File: src/rtl/input_capture_pkg.sv
// input_capture_pkg: shared register encodings and limits for the input capture bank
package input_capture_pkg;
  localparam int MAX_CHANNELS = 8;
  typedef enum logic [1:0] {REG_STATE, REG_PRESSED, REG_RELEASED, REG_COUNT} rd_reg_e;
endpackage

File: src/rtl/input_debounce_ch.sv
// input_debounce_ch: one channel of per-bit debounce, edge latches and saturating press counter
module input_debounce_ch #(
  parameter int WIDTH    = 32,
  parameter int DB_BITS  = 3,
  parameter int CNT_BITS = 8
) (
  input  logic                clk_sys,
  input  logic                reset,
  input  logic                ce_sample,
  input  logic [WIDTH-1:0]    raw,
  input  logic                clear_pressed,
  input  logic                clear_released,
  output logic [WIDTH-1:0]    stable,
  output logic [WIDTH-1:0]    pressed,
  output logic [WIDTH-1:0]    released,
  output logic [CNT_BITS-1:0] count
);
  localparam int DB_MAX = 2**DB_BITS - 1;
  localparam int SW = CNT_BITS + $clog2(WIDTH + 1);
  localparam logic [SW-1:0] CMAX = SW'(2**CNT_BITS - 1);
  logic [DB_BITS-1:0] cnt [WIDTH];
  logic [WIDTH-1:0] flip, rise, fall;
  logic [SW-1:0] sum;
  logic [CNT_BITS-1:0] count_nxt;
  always_comb begin
    flip = '0;
    for (int i = 0; i < WIDTH; i++)
      flip[i] = ce_sample && (raw[i] != stable[i]) && (cnt[i] == DB_BITS'(DB_MAX - 1));
    rise = flip & raw;
    fall = flip & ~raw;
    sum = SW'(count) + SW'($countones(rise));
    count_nxt = sum > CMAX ? CMAX[CNT_BITS-1:0] : sum[CNT_BITS-1:0];
  end
  always_ff @(posedge clk_sys) begin
    if (reset) begin
      stable   <= '0;
      pressed  <= '0;
      released <= '0;
      count    <= '0;
      for (int i = 0; i < WIDTH; i++) cnt[i] <= '0;
    end else begin
      stable   <= stable ^ flip;
      pressed  <= (clear_pressed ? '0 : pressed) | rise;
      released <= (clear_released ? '0 : released) | fall;
      count    <= count_nxt;
      for (int i = 0; i < WIDTH; i++)
        if (ce_sample) cnt[i] <= (raw[i] == stable[i] || flip[i]) ? '0 : cnt[i] + 1'b1;
    end
  end
endmodule

File: src/rtl/input_capture_bank.sv
// input_capture_bank: multi-channel debounced input capture with clear-on-read latches, counters and irq
module input_capture_bank
  import input_capture_pkg::*;
#(
  parameter int CHANNELS = 6,
  parameter int WIDTH    = 32,
  parameter int DB_BITS  = 3,
  parameter int CNT_BITS = 8
) (
  input  logic                         clk_sys,
  input  logic                         reset,
  input  logic                         ce_sample,
  input  logic [CHANNELS*WIDTH-1:0]    joy_in,
  input  logic                         rd_en,
  input  logic [$clog2(MAX_CHANNELS)-1:0] rd_chan,
  input  logic [1:0]                   rd_reg,
  output logic [WIDTH-1:0]             rd_data,
  output logic                         rd_valid,
  output logic [CHANNELS*WIDTH-1:0]    stable,
  output logic                         irq
);
  logic [WIDTH-1:0] st [CHANNELS];
  logic [WIDTH-1:0] pr [CHANNELS];
  logic [WIDTH-1:0] rl [CHANNELS];
  logic [CNT_BITS-1:0] ct [CHANNELS];
  logic in_range, any;
  logic [WIDTH-1:0] rd_mux;
  for (genvar c = 0; c < CHANNELS; c++) begin : g_ch
    input_debounce_ch #(.WIDTH(WIDTH), .DB_BITS(DB_BITS), .CNT_BITS(CNT_BITS)) u_ch (
      .clk_sys        (clk_sys),
      .reset          (reset),
      .ce_sample      (ce_sample),
      .raw            (joy_in[c*WIDTH +: WIDTH]),
      .clear_pressed  (rd_en && rd_chan == 3'(c) && rd_reg == REG_PRESSED),
      .clear_released (rd_en && rd_chan == 3'(c) && rd_reg == REG_RELEASED),
      .stable         (st[c]),
      .pressed        (pr[c]),
      .released       (rl[c]),
      .count          (ct[c])
    );
    assign stable[c*WIDTH +: WIDTH] = st[c];
  end
  always_comb begin
    in_range = 32'(rd_chan) < CHANNELS;
    rd_mux = !in_range                ? '0 :
             rd_reg == REG_STATE      ? st[rd_chan] :
             rd_reg == REG_PRESSED    ? pr[rd_chan] :
             rd_reg == REG_RELEASED   ? rl[rd_chan] : WIDTH'(ct[rd_chan]);
    any = 1'b0;
    for (int c = 0; c < CHANNELS; c++) any = any | (|pr[c]) | (|rl[c]);
  end
  always_ff @(posedge clk_sys) begin
    if (reset) begin
      rd_data  <= '0;
      rd_valid <= 1'b0;
      irq      <= 1'b0;
    end else begin
      rd_data  <= rd_en ? rd_mux : '0;
      rd_valid <= rd_en;
      irq      <= any;
    end
  end
endmodule
File: config.mk
export PLATFORM = sky130hd
export DESIGN_NAME = input_capture_bank
export DESIGN_NICKNAME = d
export VERILOG_FILES = /design/src/rtl/input_capture_pkg.sv /design/src/rtl/input_debounce_ch.sv /design/src/rtl/input_capture_bank.sv
export SDC_FILE = /design/constraint.sdc
export NUM_CORES = 2
export LEC_CHECK = 0
export CAP_MARGIN = 5
export CORE_MARGIN = 2
export CORE_UTILIZATION = 35
export DETAILED_ROUTE_END_ITERATION = 16
export SLEW_MARGIN = 20
export SYNTH_ARGS = -nofsm -noshare
export SYNTH_HDL_FRONTEND = slang
export SYNTH_HIERARCHICAL = 1
export SYNTH_SLANG_ARGS = --single-unit
File: constraint.sdc
create_clock -name clk_sys -period 8.2 [get_ports clk_sys]
set_input_delay 0.82 -clock clk_sys [delete_from_list [all_inputs] [get_ports clk_sys]]
set_output_delay 0.82 -clock clk_sys [all_outputs]
set_load 0.01 [all_outputs]
==> flow_summary_export.csv <==
group,metric,value,unit
run_status,status,"completed",
power,power,14.9,mW
global_routing,grt.total_usage,0.254,
clock_network,cts_tree,"built",
worst_setup_path,cp_max_fo,28,
drt,initialDrtViolationCount,5240,
floorplan,die_w,446,um
floorplan,ioPinCount,427,
worst_setup_path,cp-end-kind,"register",
placed_design,gp_congestion,1.00,
global_routing,grt_pass1_wl,357000,um
timing,timing.fmax,158,MHz
layout,multi_input_area,35100,um^2
clock_network,cts_max_level,4,
layout,regArea,30500,um^2
worst_setup_path,crit_path_start_kind,"input pin",
yosys,ys_types,61,
layout,final_nets,7662,
clock_network,root_buffer,"clkbuf_16",
timing,maxSlewHeadroom,0.210,
clock_network,clockBufferDepth,3,
timing,period_share,0.773,
timing,final-setup-viol-count,0,
drt,viasPerCell,5.44,
yosys,synth-seq-cells,1234,
timing,hold_viol,0,
clock_network,clk_latency,0.81,ns
worst_setup_path,worstPathRequired,8.93,ns
clock_network,post_cts.repair.setup_buffers,0,
floorplan,start_util,0.352,
floorplan,core,195000,um^2
drt,wl_per_cell,27.2,um
global_routing,grt.overflow.total,0,
layout,layout_commonest_cell,"nor2_1",
worst_setup_path,critPathMaxStageDelay,0.62,ns
yosys,syn_area,68500,um^2
clock_network,cts.sinks,1234,
placed_design,port_buffers,426,
yosys,yosysSeqAreaShare,0.445,
drt,vias,51700,
drt,postRouteWirelength,259000,um
worst_setup_path,cp_num_buf_inv,2,
layout,nFillCells,18700,
drt,route.detailed.drc,0,
layout,area.growth.synth_to_final,16.9,%
worst_setup_path,path_class,"input pin to register",
power,p_leak,31.8,nW
worst_setup_path,path_common_cell,"fa_1",
worst_setup_path,arrival,7.07,ns
timing,worst_pin_slew,1.17,ns
yosys,synthFlopType,"dfxtp_1",
clock_network,cts_made_buffers,144,
job,max-cap-violations,0,
global_routing,antenna_found_initial,47,
worst_setup_path,cp_cell_sequence,"clkbuf_8 > buf_4 > and3_4 > nand3b_1 > fa_1 > fa_1 > fa_1 > fa_1 > fa_1 > fa_1 > fa_1 > fa_1 > nand2b_1 > a21oi_1 > o21a_1 > o21ai_2 > a21oi_1",
min_path,hold_class,"input pin to register",
floorplan,die_h,446,um
drt,ant_nets,0,
power,p_per_area,186,nW/um^2
yosys,synth_edf_count,576,
placed_design,post-place-ws,1.10,ns
yosys,synth_fp_nets,7256,
layout,final_cells,9506,
clock_network,hold_buffers,0,
yosys,yosys_warnings,6,
layout,layout_common_cells,"nor2_1 (1082), dfxtp_1 (658), edfxtp_1 (576), ha_1 (474), inv_1 (441)",
global_routing,grt_pass1_vias,48600,
floorplan,rows,162,
power,ir_drop,0.148,mV
drt,dr.pass1.iters,6,
worst_setup_path,path_delay_family,"adder cells",
clock_network,cts_resized,0,
yosys,synthCells,6425,
timing,post-route-worst-setup-slack,1.86,ns
timing,min_period,6.34,ns
timing,fin_skew,0.0406,ns
timing,slew_viol_final,0,
yosys,async_reset_ff_frac,0,
floorplan,die-area,199000,um^2
placed_design,dp_hpwl,206000,um
placed_design,dp.cells,9226,
clock_network,path_clk_slew,0.06,ns
yosys,syn_avg_cell_area,10.7,um^2
worst_setup_path,slowest_stage,"fa_1",
layout,final_layout_size_suffix_gt1_frac,0.0899,
timing,rsz0062_at_grt,"no",
timing,tns,0,ns
global_routing,grt_max_degree,159,
## Yosys cell counts (all sizes together) (2+ instances only)
master | count | area share
nor2 | 1104 | 0.061
dfxtp | 658 | 0.19
edfxtp | 576 | 0.25
ha | 474 | 0.087
inv | 447 | 0.025
mux2i | 396 | 0.058
a21oi | 360 | 0.026
nand2 | 228 | 0.012
nor2b | 209 | 0.019
xnor2 | 176 | 0.023
fa | 156 | 0.046
nand2b | 119 | 0.011
mux4 | 114 | 0.037
buf | 112 | 0.012
nand3 | 109 | 0.0081
clkbuf | 108 | 0.0059
nor4 | 104 | 0.0095
nor3b | 102 | 0.015
and3 | 89 | 0.013
o21ai | 89 | 0.0068
a21o | 88 | 0.0096
a32oi | 84 | 0.011
or3 | 84 | 0.012
nand3b | 66 | 0.0072
o22ai | 60 | 0.0055
a211o | 58 | 0.0074
nor3 | 52 | 0.0038
xor2 | 52 | 0.0067
o21bai | 27 | 0.0030
nand4 | 24 | 0.0022
o2bb2ai | 24 | 0.0031
or2 | 18 | 0.0016
o21a | 17 | 0.0019
o211ai | 16 | 0.0021
and2b | 6 | 0.00066
o31a | 6 | 0.00077
a222oi | 3 | 0.00044
mux2 | 3 | 0.00049
a21boi | 2 | 0.00022
## sequential cells by signal, indices dropped and copies added (netlist names)
| name | cells |
|---|---|
| g_ch.u_ch/released | 192 |
| g_ch.u_ch/stable | 192 |
| rd_valid | 1 |
| g_ch.u_ch/cnt | 576 |
| g_ch.u_ch/pressed | 192 |
| rd_data | 32 |
| g_ch.u_ch/count | 48 |
| irq | 1 |
## cells by family after synthesis
family	count (synthesis)	synth area share
AOI/OAI and AO/OA	837	0.0783
muxes	513	0.0959
xor gates and xnor gates	228	0.0292
buffers and inverters	667	0.0424
DFF	1234	0.445
adders and majority gates	630	0.132
and+or+nand+nor	2316	0.177
## stage by stage
step	utilization	cell area (um^2)	hold slack, ns
6_report	0.411	80100	0.407
5_1_grt	0.411	80000	0.398
4_1_cts	0.411	80000	0.378
3_5_place_dp	0.386	75200	0.471
3_3_place_gp	0.386	75200	0.466
2_1_floorplan	-	68500	0.455
## layer usage
layer / wire (um) / global-route usage / share of wire
met1: 103000 / 0.325 / 0.40
met2: 115000 / 0.393 / 0.45
met3: 23500 / 0.0558 / 0.091
met4: 16700 / 0.147 / 0.065
met5: 149 / 0 / 0.00058
## report_power, final
part	internal (mW)	switching, mW	leakage, nW	total (mW)
registers	6.73	0.238	11.7	6.96
clock network	3.74	2.78	2.33	6.52
logic	0.618	0.830	17.8	1.45
total	11.1	3.84	31.8	14.9
## area by class of cell
cell class | instances | share of cell area
flip-flops and latches | 1234 | 0.381
clock buffers | 218 | 0.0536
inverters | 447 | 0.0210
multi-input cells | 4524 | 0.439
repair buffers | 480 | 0.0595
well taps | 2542 | 0.0397
clock inverters | 49 | 0.00639
diodes | 12 | 0.000375
## path summary, 6_finish.rpt
kind         depth (start not counted)                                  from                                  to  slack [ns]
max reg2reg                         18  g_ch[2].u_ch/cnt[0][6]$_SDFFCE_PP0P_    g_ch[2].u_ch/count[0]$_SDFF_PP0_        1.91
max                                 17                             ce_sample    g_ch[4].u_ch/count[1]$_SDFF_PP0_        1.86
min reg2reg                          2    g_ch[2].u_ch/pressed[7]$_SDFF_PP0_  g_ch[2].u_ch/pressed[7]$_SDFF_PP0_        0.48
min                                  2                                 reset  g_ch[3].u_ch/stable[21]$_SDFF_PP0_        0.41
(Power assumes the default switching activity.)
